$ cat config.mk
export PLATFORM = sky130hd
export DESIGN_NAME = hazard_scoreboard
export DESIGN_NICKNAME = d
export VERILOG_FILES = /design/src/rtl/hazard_scoreboard_pkg.sv /design/src/rtl/sb_counter.sv /design/src/rtl/hazard_scoreboard.sv
export SDC_FILE = /design/constraint.sdc
export NUM_CORES = 1
export LEC_CHECK = 0
export BUFFER_PORTS_ARGS = -buffer_cell sky130_fd_sc_hd__buf_4
export CAP_MARGIN = 10
export CORE_MARGIN = 5
export CORE_UTILIZATION = 57
export CTS_BUF_LIST = sky130_fd_sc_hd__clkbuf_2
export DETAILED_ROUTE_END_ITERATION = 10
export HOLD_SLACK_MARGIN = 0.15
export PLACE_DENSITY = 0.71
export SETUP_SLACK_MARGIN = 0.4
export SLEW_MARGIN = 15
export SYNTH_ARGS = -nofsm -noshare
export SYNTH_HDL_FRONTEND = slang
export SYNTH_SLANG_ARGS = --single-unit
$ cat constraint.sdc
create_clock -name clk -period 7.7 [get_ports clk]
set_input_delay 1.925 -clock clk [delete_from_list [all_inputs] [get_ports clk]]
set_output_delay 1.925 -clock clk [all_outputs]
set_load 0.03 [all_outputs]
$ cat src/rtl/hazard_scoreboard_pkg.sv
// Shared unit codes and helpers for the register-hazard scoreboard.
package hazard_pkg;

  // Unit codes carried on id_unit_i; ALU ops complete in one cycle and are not tracked.
  localparam int unsigned UNIT_ALU  = 0;
  localparam int unsigned UNIT_MUL  = 1;
  localparam int unsigned UNIT_DIV  = 2;
  localparam int unsigned UNIT_LOAD = 3;

  // Upper bound on the flattened writeback-address bus handled by wb_field.
  localparam int unsigned WB_FLAT_MAX = 256;

  // Extract field idx (zero-based) of width aw from a flattened address bus.
  function automatic logic [31:0] wb_field(input logic [WB_FLAT_MAX-1:0] flat,
                                           input int unsigned idx,
                                           input int unsigned aw);
    logic [WB_FLAT_MAX-1:0] shifted;
    logic [WB_FLAT_MAX-1:0] mask;
    shifted = flat >> (idx * aw);
    mask    = (WB_FLAT_MAX'(1) << aw) - WB_FLAT_MAX'(1);
    return 32'(shifted & mask);
  endfunction

endpackage

$ cat src/rtl/sb_counter.sv
// Saturating up/down counter: one increment and a multi-count decrement per cycle.
// A net result below zero clamps to zero and raises uflow_o for that cycle.
module sb_counter #(
  parameter int unsigned W  = 2,
  parameter int unsigned DW = 2
) (
  input  logic          clk_i,
  input  logic          rst_ni,
  input  logic          inc_i,
  input  logic [DW-1:0] dec_i,
  output logic [W-1:0]  cnt_o,
  output logic          uflow_o
);

  localparam int MaxVal = (1 << W) - 1;

  logic [W-1:0] cnt_q, cnt_d;
  int           net;

  // Net update with clamping at both ends.
  always_comb begin
    cnt_d   = cnt_q;
    uflow_o = 1'b0;
    net     = int'(cnt_q) + int'(inc_i) - int'(dec_i);
    if (net < 0) begin
      cnt_d   = '0;
      uflow_o = 1'b1;
    end else if (net > MaxVal) begin
      cnt_d = W'(MaxVal);
    end else begin
      cnt_d = W'(net);
    end
  end

  // Counter state.
  always_ff @(posedge clk_i or negedge rst_ni) begin
    if (!rst_ni) begin
      cnt_q <= '0;
    end else begin
      cnt_q <= cnt_d;
    end
  end

  assign cnt_o = cnt_q;

endmodule

$ cat src/rtl/hazard_scoreboard.sv
// Register-hazard scoreboard between ID and the long-latency units. Counts in-flight
// writes per architectural register and in-flight ops per unit, and raises stall.
module hazard_scoreboard
  import hazard_pkg::*;
#(
  parameter int unsigned NREG       = 32,
  parameter int unsigned AW         = 5,
  parameter int unsigned NUNIT      = 3,
  parameter int unsigned UW         = 2,
  parameter int unsigned CNT_W      = 2,
  parameter int unsigned UNIT_DEPTH = 4,
  parameter bit          WB_BYPASS  = 1'b1
) (
  input  logic                clk,
  input  logic                rst,
  input  logic                id_valid_i,
  input  logic [UW-1:0]       id_unit_i,
  input  logic                rs1_re_id_i,
  input  logic [AW-1:0]       rs1_addr_id_i,
  input  logic                rs2_re_id_i,
  input  logic [AW-1:0]       rs2_addr_id_i,
  input  logic                rd_we_id_i,
  input  logic [AW-1:0]       rd_addr_id_i,
  input  logic                flush_i,
  input  logic [NUNIT-1:0]    wb_valid_i,
  input  logic [NUNIT*AW-1:0] wb_addr_i,
  output logic                stall,
  output logic                pending_any_o,
  output logic [NUNIT-1:0]    unit_busy_o,
  output logic                err_o,
  output logic [31:0]         stall_cycles_o
);

  localparam int unsigned OCC_W = $clog2(UNIT_DEPTH + 1);
  localparam int unsigned HIT_W = $clog2(NUNIT + 1);
  localparam logic [CNT_W-1:0] PEND_MAX = '1;
  localparam logic [OCC_W-1:0] OCC_FULL = OCC_W'(UNIT_DEPTH);

  logic [WB_FLAT_MAX-1:0] wb_flat;
  logic [AW-1:0]          wb_rd      [NUNIT];
  logic [HIT_W-1:0]       wb_hits    [1:NREG-1];
  logic [CNT_W-1:0]       pend       [NREG];
  logic [NREG-1:1]        pend_inc;
  logic [NREG-1:1]        pend_uflow;
  logic [NREG-1:0]        haz;
  logic [OCC_W-1:0]       occ        [NUNIT];
  logic [NUNIT-1:0]       occ_inc;
  logic [NUNIT-1:0]       occ_uflow;
  logic                   issue, tracked, unit_full, rd_sat;
  logic                   err_q, err_d;
  logic [31:0]            stall_cnt_q, stall_cnt_d;

  assign wb_flat = WB_FLAT_MAX'(wb_addr_i);

  // Split the flattened writeback bus into one rd per unit.
  always_comb begin
    for (int unsigned u = 0; u < NUNIT; u++) begin
      wb_rd[u] = AW'(wb_field(wb_flat, u, AW));
    end
  end

  // Per-register count of writebacks retiring this cycle; x0 is never counted.
  always_comb begin
    for (int unsigned r = 1; r < NREG; r++) begin
      wb_hits[r] = '0;
      for (int unsigned u = 0; u < NUNIT; u++) begin
        if (wb_valid_i[u] && (wb_rd[u] == AW'(r))) begin
          wb_hits[r] = wb_hits[r] + HIT_W'(1);
        end
      end
    end
  end

  // Effective hazard per register; bypass lets retiring writebacks clear it early.
  always_comb begin
    haz = '0;
    for (int unsigned r = 1; r < NREG; r++) begin
      if (WB_BYPASS) begin
        haz[r] = 32'(pend[r]) > 32'(wb_hits[r]);
      end else begin
        haz[r] = (pend[r] != '0);
      end
    end
  end

  // Stall decision and the resulting issue strobe.
  always_comb begin
    tracked   = (id_unit_i != UW'(UNIT_ALU));
    unit_full = 1'b0;
    for (int unsigned u = 0; u < NUNIT; u++) begin
      if (id_unit_i == UW'(u + 1)) begin
        unit_full = unit_busy_o[u];
      end
    end
    // Counter saturation uses raw pend: a bypassed retirement cannot free a slot yet.
    rd_sat = rd_we_id_i && (rd_addr_id_i != '0) && (pend[rd_addr_id_i] == PEND_MAX);
    stall  = id_valid_i && ((rs1_re_id_i && haz[rs1_addr_id_i]) ||
                            (rs2_re_id_i && haz[rs2_addr_id_i]) ||
                            (rd_we_id_i  && haz[rd_addr_id_i])  ||
                            (tracked && (rd_sat || unit_full)));
    issue  = id_valid_i && !stall && !flush_i;
  end

  // Increment strobes for register and unit counters.
  always_comb begin
    for (int unsigned r = 1; r < NREG; r++) begin
      pend_inc[r] = issue && tracked && rd_we_id_i && (rd_addr_id_i == AW'(r));
    end
    for (int unsigned u = 0; u < NUNIT; u++) begin
      occ_inc[u] = issue && (id_unit_i == UW'(u + 1));
    end
  end

  assign pend[0] = '0;

  for (genvar r = 1; r < NREG; r++) begin : g_pend
    sb_counter #(
      .W  (CNT_W),
      .DW (HIT_W)
    ) u_pend (
      .clk_i   (clk),
      .rst_ni  (rst),
      .inc_i   (pend_inc[r]),
      .dec_i   (wb_hits[r]),
      .cnt_o   (pend[r]),
      .uflow_o (pend_uflow[r])
    );
  end

  for (genvar u = 0; u < NUNIT; u++) begin : g_occ
    sb_counter #(
      .W  (OCC_W),
      .DW (1)
    ) u_occ (
      .clk_i   (clk),
      .rst_ni  (rst),
      .inc_i   (occ_inc[u]),
      .dec_i   (wb_valid_i[u]),
      .cnt_o   (occ[u]),
      .uflow_o (occ_uflow[u])
    );
    assign unit_busy_o[u] = (occ[u] == OCC_FULL);
  end

  // Any register with an outstanding write.
  always_comb begin
    pending_any_o = 1'b0;
    for (int unsigned r = 1; r < NREG; r++) begin
      pending_any_o = pending_any_o | (pend[r] != '0);
    end
  end

  // Sticky error and free-running stall counter next-state.
  always_comb begin
    err_d       = err_q | (|pend_uflow) | (|occ_uflow);
    stall_cnt_d = stall_cnt_q + 32'(id_valid_i & stall);
  end

  // Status registers.
  always_ff @(posedge clk or negedge rst) begin
    if (!rst) begin
      err_q       <= 1'b0;
      stall_cnt_q <= '0;
    end else begin
      err_q       <= err_d;
      stall_cnt_q <= stall_cnt_d;
    end
  end

  assign err_o          = err_q;
  assign stall_cycles_o = stall_cnt_q;

endmodule
# ---- Word-level counts from Yosys, hierarchy flattened
# Cells that the tools add are included.
# Widths: inputs -> output; s select.
dict set report classes {
  n_addsub 131
  n_lt_le_gt_ge 103
  n_eq_ne 131
  mux 207
  bitwise 34
  reduce_logical 179
}
# cell count
set op_table {}
lappend op_table {{$lt 32x1->1 const B} 34}
lappend op_table {{$gt 32x3->1 const B} 31}
lappend op_table {{$sub 32x3->32} 31}
lappend op_table {{$eq 5x5->1 const B} 64}
lappend op_table {{$mux 2} 126}
lappend op_table {{$eq 5x4->1 const B} 32}
lappend op_table {{$logic_and 1x1->1} 138}
lappend op_table {{$add 2x1->2 const B} 61}
lappend op_table {{$gt 32x4->1 const B} 3}
lappend op_table {{$sub 32x2->32} 3}
lappend op_table {{$add 2x1->3} 31}
lappend op_table {{$eq 5x3->1 const B} 16}
lappend op_table {{$mux 1} 71}
lappend op_table {{$reduce_bool 2->1} 32}
lappend op_table {{$gt 2x2->1} 31}
lappend op_table {{$eq 5x2->1 const B} 8}
lappend op_table {{$add 32x1->32} 1}
lappend op_table {{$or 1x1->1} 32}
lappend op_table {{$reduce_or 31->1} 1}
lappend op_table {{$eq 5x1->1 const B} 4}
lappend op_table {{$lt 5x6->1 const B} 3}
lappend op_table {{$mux 3} 6}
lappend op_table {{$bmux 1 s5} 3}
lappend op_table {{$add 3x1->4} 3}
lappend op_table {{12 further kinds} 20}
dict set report totals {
  register_bits 104
  input_bits 42
  out_inout_bits 38
  wordCells 821
}

# ---- Logic depth before layout (Yosys ltp)
# Gate-level depths: netlist of the first run.
dict set report depth {
  ltp_word 31
  mapped_depth 29
}

# ---- By module
# Synthesis of the first run repeated with hierarchy kept, for this count alone.
dict set report hier_totals {
  cells_unflattened 1781
  hier_area_um2 14532.7
}
# mod instances cells_per_inst area_per_inst_um2
set by_module_without_submodules {}
lappend by_module_without_submodules {hazard_scoreboard 1 1068 7477.2}
lappend by_module_without_submodules {{sb_counter (g_pend[10].u_pend ...)} 31 20 197.7}
lappend by_module_without_submodules {{sb_counter (g_occ[0].u_occ ...)} 3 31 309.0}

# ---- Least setup slack after synthesis of the first run
# No wires, ideal clock.
dict set report synth_path {
  path_kind {input-to-output}
  start {input wb_addr_i[0]}
  end {output stall}
  arrival_time_ns 5.525
  required_time_ns 5.775
  path_slack_ns 0.250
  path_stages 17
  path_buffers 3
  cell_sequence {clkbuf_1 nor2b_1 nand3_1 nor3_1 ha_1 xnor2_1 ha_1 nor4b_1 a311oi_1 mux2i_1 mux4_2 nor3_1 o311ai_1 a311o_1 buf_6 buf_6 o21a_1}
}
dict set report synth_via {
  elab_chain_len 15
}
# item line
set synth_lines {}
lappend synth_lines {{from (decl)} hazard_scoreboard.sv:26} ;# input logic [NUNIT*AW-1:0] wb_addr_i,
lappend synth_lines {{$eq 5x2->1, or another cell as far along} hazard_scoreboard.sv:67} ;# if (wb_valid_i[u] && (wb_rd[u] == AW'(r))) begin
lappend synth_lines {{$logic_and 1x1->1} hazard_scoreboard.sv:67}
lappend synth_lines {{$mux 1} hazard_scoreboard.sv:67}
lappend synth_lines {{$add 2x1->2 / $add 1x1->2 (equally long branches)} hazard_scoreboard.sv:68} ;# wb_hits[r] = wb_hits[r] + HIT_W'(1);
lappend synth_lines {{$mux 2} hazard_scoreboard.sv:67}
lappend synth_lines {{$add 2x1->2} hazard_scoreboard.sv:68}
lappend synth_lines {{$mux 2} hazard_scoreboard.sv:67}
lappend synth_lines {{$gt 2x2->1} hazard_scoreboard.sv:79} ;# haz[r] = 32'(pend[r]) > 32'(wb_hits[r]);
lappend synth_lines {{$bmux 1 s5 (on tied branches)} {hazard_scoreboard.sv:97, hazard_scoreboard.sv:98}}
lappend synth_lines {{$mux 1 (on tied branches)} {hazard_scoreboard.sv:97, hazard_scoreboard.sv:98}}
lappend synth_lines {{$logic_and 1x1->1 (on tied branches)} {hazard_scoreboard.sv:97, hazard_scoreboard.sv:98}}
lappend synth_lines {{$logic_or 1x1->1} hazard_scoreboard.sv:97} ;# stall = id_valid_i && ((rs1_re_id_i && haz[rs1_addr_id_i]) ||
lappend synth_lines {{$logic_or 1x1->1 (*)} hazard_scoreboard.sv:98} ;# (rs2_re_id_i && haz[rs2_addr_id_i]) ||
lappend synth_lines {{$logic_or 1x1->1 (*)} hazard_scoreboard.sv:99} ;# (rd_we_id_i && haz[rd_addr_id_i]) ||
lappend synth_lines {{$logic_and 1x1->1 (*)} hazard_scoreboard.sv:97}
lappend synth_lines {{to (decl)} hazard_scoreboard.sv:27} ;# output logic stall,
# Every way passes the cells marked *; elsewhere a longest branch is shown, timed or not. The select of a mux whose other input is x is not followed.

# ---- Worst setup path in the final report of the first run
dict set report layout_path {
  start {input wb_valid_i[1]}
  end {output stall}
}
dict set report layout_via {
  elab_chain_len 12
}
# item line
set layout_lines {}
lappend layout_lines {{from (decl)} hazard_scoreboard.sv:25} ;# input logic [NUNIT-1:0] wb_valid_i,
lappend layout_lines {{$logic_and 1x1->1} hazard_scoreboard.sv:67}
lappend layout_lines {{$mux 2} hazard_scoreboard.sv:67}
lappend layout_lines {{$add 2x1->2} hazard_scoreboard.sv:68}
lappend layout_lines {{$mux 2} hazard_scoreboard.sv:67}
lappend layout_lines {{$gt 2x2->1} hazard_scoreboard.sv:79}
lappend layout_lines {{$bmux 1 s5 (on tied branches)} {hazard_scoreboard.sv:97, hazard_scoreboard.sv:98}}
lappend layout_lines {{$mux 1 (on tied branches)} {hazard_scoreboard.sv:97, hazard_scoreboard.sv:98}}
lappend layout_lines {{$logic_and 1x1->1 (on tied branches)} {hazard_scoreboard.sv:97, hazard_scoreboard.sv:98}}
lappend layout_lines {{$logic_or 1x1->1} hazard_scoreboard.sv:97}
lappend layout_lines {{$logic_or 1x1->1 (*)} hazard_scoreboard.sv:98}
lappend layout_lines {{$logic_or 1x1->1 (*)} hazard_scoreboard.sv:99}
lappend layout_lines {{$logic_and 1x1->1 (*)} hazard_scoreboard.sv:97}
# Marks and branches as above.

==> out/metrics.cfg, run 1 <==
[run_status]
status=finished, final reports clean

[yosys]
synthTopCellsByArea=ha_1, dfrtp_1, inv_1
netlist_instances=1990
syn_avg_cell_area_um2=8.08
ys_types=89
syn_nets=2359
synth_enable_flop_cells=0
async_flop_share_pct=100
ys.flop_type=dfrtp_1
seq_area_frac_synth_pct=16.2
yosysTopAreaCellShare_pct=25.4
synthesis.area_um2=16100
ys_ff_latch=104
yosys.area.top_type=ha_1
ys_warn_count=0

[hold_path]
holdPathStages=1
min_from=stall_cycles_o[31]
hold_path_class=flop to flop

[detailed_routing]
vias=16900
first_iter_violations=1615
routed_wl_um=60100
via_per_inst=6.32
ant_nets=0
drtPass1Iterations=9
drc_errors=0
wl_per_cell_um=22.5

[clock_tree]
clockRootBuffer=clkbuf_2
cts_max_level=3
worstSkewPairLatency_ns=0.74
clk_pin_slew_worst_paths_ns=0.44
ctsHoldBuffers=0
clockBufferDepth=2
numCtsBuffers=9
clkSinkCount=104
cts_tree=done

[global_route]
grt_overflow=0
grt_pass1_wl_um=92400
grt_max_degree=55
grtUsageTotal_pct=37.5
grt_pass1_vias=16700
antenna_found_initial=3

[timing]
maxSlewHeadroom_pct=17.1
setup_violations=0
rsz0062_at_grt=true
min_period_ns=7.43
setup_ws_ns=0.266
finalCritPeriodShare_pct=96.5
fmax_mhz=135
clock_skew_ns=0.0748
hold_violations=0
report.final.slew_viol_count=0
tightest_slew_ns=1.23

[job]
max-cap-violations=0

[critical_path]
critical_path_class=primary input to output port
crit_path_top_delay_cell=a221oi_1
reg2reg_depth=20
crit_chain=buf_4 -> nand2_4 -> nor3_4 -> buf_6 -> nand2_2 -> inv_2 -> ha_1 -> xnor2_2 -> ha_4 -> buf_4 -> inv_1 -> a311oi_1 -> mux2i_2 -> a221oi_1 -> a21oi_1 -> a211oi_2 -> nor3_1 -> a311o_2 -> o21a_1 -> buf_6
cp.arrival_ns=5.51
cp_slowest_stage_delay_ns=0.40
crit-reg2reg-launch=g_pend[17].u_pend.cnt_o[1]
worstPathMaxFanout=5
critPathRequiredTime_ns=5.78
critPathLaunch=wb_valid_i[1]
cp-start-kind=primary input
critPathCaptureType=output port

[floorplanning]
rows=61
num_io_pins=80
dieHeight_um=178
start_util_pct=57.7
core-area_um2=27900
die_area_um2=31700
die_x_um=178

[place]
io_buffers=79
gp_congestion=1.09
dp_hpwl_um=47500
pre_cts_ws_ns=-0.238

[pwr]
power.leakage_uw=0.00966
power.density_nw_per_um2=232
total_power_uw=4760
irDropWorstVdd_v=0.000186

[final_layout]
fillers=2168
layout_commonest_cell=buf_4
final_cell_mix=buf_4, ha_1, inv_1, nand2_1, dfrtp_1
area_delta_synth_final_pct=27.4
fin_util_pct=73.6
drive_gt1_share_pct=27.4
fin_nets=2654

==> worst max-delay path, delay by kind of cell <==
family,cells,cell delay [ns]
AND/OR/NAND/NOR,4,0.47
multiplexers,1,0.19
XOR/XNOR,1,0.17
buffers and inverters,6,0.59
adder cells (fa/ha/maj),2,0.54
AO/OA/AOI/OAI,6,1.60
==> synth_stat cells, types with 7 or more instances <==
master / instances
nor3_1: 49
nor4bb_1: 15
mux2i_1: 20
buf_2: 8
nor3_2: 27
nand3b_1: 9
nand3_1: 56
nor2_1: 113
a211o_1: 7
ha_1: 327
dfrtp_1: 104
o211ai_1: 32
a21boi_0: 52
xnor2_1: 80
a311oi_1: 19
o21a_1: 10
or2_2: 8
clkbuf_1: 27
xor2_1: 22
a221oi_1: 13
or3_1: 9
nand2_1: 144
nor4_1: 43
and3_1: 30
a211oi_1: 21
mux4_2: 8
nand4_1: 33
a22oi_1: 7
a21oi_1: 84
nor3b_1: 10
o2111ai_1: 8
nor2b_1: 61
buf_4: 7
o21bai_1: 17
o21ai_0: 44
nand2b_1: 24
a31oi_1: 25
inv_1: 283
nor4b_1: 16
==> layout make-up <==
class | count | area [µm²] | share of cell area, %
multi-input combinational | 1550 | 13500 | 65.9
antenna | 2 | 5.00 | 0.0244
clock buffer | 9 | 45.0 | 0.220
clock inverter | 7 | 91.3 | 0.446
inverter | 283 | 1060 | 5.19
sequential | 104 | 2600 | 12.7
tap | 378 | 473 | 2.31
timing repair buffer | 337 | 2710 | 13.2
==> path summary, 6_finish.rpt <==
check / end / slack (ns)
min reg2reg: stall_cycles_o[31] / 0.50
max: stall / 0.27
min in group asynchronous: g_pend[10].u_pend.cnt_o[0] / 1.16
min: stall_cycles_o[31] / 0.50
max reg2reg: err_o / 2.13
max in group asynchronous: g_pend[3].u_pend.cnt_o[0] / 5.23
==> timing repair <==
action                                  4_1_cts  5_1_grt
resized for setup                           177       97
endpoints found under the setup margin        1       13
pin swaps                                    63       58
setup buffers                                24        8
==> sequential cells by signal, indices dropped and copies added, names as in the netlist <==
signal and cells:
g_pend.u_pend.cnt_o 62, stall_cycles_o 32, g_occ.u_occ.cnt_o 9, err_o 1
==> power breakdown <==
part	switching [µW]	internal (µW)	total (µW)
combinational	1680	1540	3220
sequential	462	757	1220
clock	265	61.7	327
==> through the flow <==
step           instance area, µm²  setup TNS [ns]  cells  hold slack (ns)
3_3_place_gp                18700          -0.260   2620            0.465
5_1_grt                     20500               0   2670            0.531
6_report                    20500               0   2670            0.495
2_1_floorplan               16100               0   1990            0.654
3_5_place_dp                18700          -0.668   2620            0.467
4_1_cts                     19900               0   2660            0.495
==> logic make-up (layout without fill, tap and decap cells) <==
group	count (synthesis)	after routing	share of synthesized area, %
AO/OA/AOI/OAI	398	398	17.4
buffers and inverters	336	636	8.35
adder cells (fa/ha/maj)	327	327	25.4
XOR/XNOR	102	102	5.55
flip-flops	104	104	16.2
other	0	2	0
AND/OR/NAND/NOR	689	689	24.3
multiplexers	34	34	2.78
==> routing by layer <==
layer / part of all wire (%) / global-route usage (%) / vias to the layer above
met3: 8.6 / 6.74 / 250
li1: - / - / 7713
met2: 46 / 62.8 / 814
met1: 39 / 46.1 / 8098
met5: 0.030 / 0 / -
met4: 6.9 / 19.4 / 2
Note: power is estimated with default switching activity, not from simulation.
==> inputs of run 2 (changes only) <==
--- a/config.mk
+++ b/config.mk
@@ -12,7 +12,7 @@
 export CTS_BUF_LIST = sky130_fd_sc_hd__clkbuf_2
 export DETAILED_ROUTE_END_ITERATION = 10
 export HOLD_SLACK_MARGIN = 0.15
-export PLACE_DENSITY = 0.71
+export PLACE_DENSITY = 0.75
 export SETUP_SLACK_MARGIN = 0.4
 export SLEW_MARGIN = 15
 export SYNTH_ARGS = -nofsm -noshare
==> run 2 against run 1 <==
Effect of this change:
- clock-buffer cell count unchanged
- sequential share of layout area is essentially flat
- sequential power about the same
- global-route usage is 2.2 points lower
- clock power rose by 6.1%
- die area stayed put
- first-iteration DRC count is 0.31% lower
- hold slack got worse by 0.00087 ns
- combinational power rose by 2%
- critical endpoint unchanged
- largest power group unchanged
- highest routed layer unchanged
==> out/metrics.cfg, run 2 (synthesis gave the netlist of run 1 again) <==
[timing]
rsz0062_at_grt=true
tightest_slew_ns=1.05
finalCritPeriodShare_pct=96.1
report.final.slew_viol_count=0
hold_violations=0
clock_skew_ns=0.0717
hold_ws_ns=0.495
maxSlewHeadroom_pct=29.5
min_period_ns=7.40
setup_ws_ns=0.297
fmax_mhz=135
setup_violations=0

[critical_path]
cp.arrival_ns=5.48
critPathRequiredTime_ns=5.78
cp-start-kind=primary input
critical_path.top_delay_family=compound AO/OA/AOI/OAI gates
worst-path-buf-inv=3
critical_path_class=primary input to output port
critPathCaptureType=output port
worstPathMaxFanout=9
cp_slowest_stage_delay_ns=0.53
crit_chain=buf_12 -> nand4_1 -> nor3_4 -> ha_4 -> xnor2_2 -> ha_4 -> inv_1 -> a311oi_2 -> mux2i_2 -> mux4_2 -> nor3_4 -> o311ai_2 -> a311o_2 -> o21a_1 -> buf_6
crit_path_top_delay_cell=mux4_2

[final_layout]
area_delta_synth_final_pct=27.9
drive_gt1_share_pct=27.8
largest_register_ffs=62
stdcell_area_um2=20600
fin_util_pct=73.9
layout_commonest_cell=ha_1
fin_nets=2632
final_cell_mix=ha_1, buf_4, inv_1, nand2_1, dfrtp_1

[detailed_routing]
drc_errors=0
drtPass1Iterations=7
vias=16900
routed_wl_um=59400
ant_nets=0
first_iter_violations=1610
wl_per_cell_um=22.4
via_per_inst=6.37

[global_route]
grt_pass1_vias=16000
grtUsageTotal_pct=35.3
grt_max_degree=63
grt_pass1_wl_um=86900
grt_overflow=0
antenna_found_initial=2

[floorplanning]
dieHeight_um=178
rows=61
start_util_pct=57.7
die_x_um=178
die_area_um2=31700
num_io_pins=80
core-area_um2=27900

[clock_tree]
clkSinkCount=104
clockBufferDepth=2
cts_max_level=3
clockRootBuffer=clkbuf_2
numCtsBuffers=9
cts_tree=done
worstSkewPairLatency_ns=0.82
clk_pin_slew_worst_paths_ns=0.39

[run_status]
status=finished, final reports clean

[pwr]
power.density_nw_per_um2=235
irDropWorstVdd_v=0.000173
power.leakage_uw=0.00963
total_power_uw=4840

[place]
gp_congestion=1.04
pre_cts_ws_ns=-0.285
place_area_um2=18200
dp_hpwl_um=44500
io_buffers=79

[job]
max-cap-violations=0

[hold_path]
hold_path_class=flop to flop

run 2: worst paths after layout:
check	from	endpoint	slack, ns	cells after the start
worst max-delay path	wb_addr_i[0]	stall	0.30	15
worst min-delay path	stall_cycles_o[31]	stall_cycles_o[31]	0.49	1
worst max register to register	g_pend[16].u_pend.cnt_o[0]	err_o	2.25	21
worst min register to register	stall_cycles_o[31]	stall_cycles_o[31]	0.49	1
max in group asynchronous	rst	g_pend[21].u_pend.cnt_o[1]	5.30	2
min in group asynchronous	rst	err_o	1.07	1
run 2: where the power goes:
group	switching, µW	total [µW]	internal [µW]	leakage [µW]
clock network	280	347	67.1	0.0000813
registers	468	1220	757	0.00124
logic	1710	3270	1560	0.00831
run 2: repair_timing:
item                       4_1_cts  5_1_grt
resized for setup              183      147
hold buffers                     0        0
cloned                           0        1
pin swaps                       61       96
setup endpoints to repair        1        2
buffers inserted                26       38
run 2: layer usage:
| metal | global-route usage (%) | wire length [µm] |
|---|---|---|
| met1 | 42.4 | 22400 |
| met2 | 57.8 | 27200 |
| met4 | 20.4 | 4250 |
| met3 | 8.25 | 5460 |
| met5 | 0 | 63 |
run 2: through the flow:
stage,instances,TNS (ns)
floorplan,1990,0
global placement,2565,-0.414
finish,2648,0
global route,2647,0
CTS,2607,0
detailed placement,2565,-0.759
run 2: final cells by class:
type	instances	area (µm²)
well taps	378	473
inverters	283	1070
fillers	2052	7280
clock inverters	7	93.8
multi-input cells	1550	13800
flip-flops and latches	104	2600
clock buffers	9	45.0
repair buffers	315	2520
diodes	2	5.00
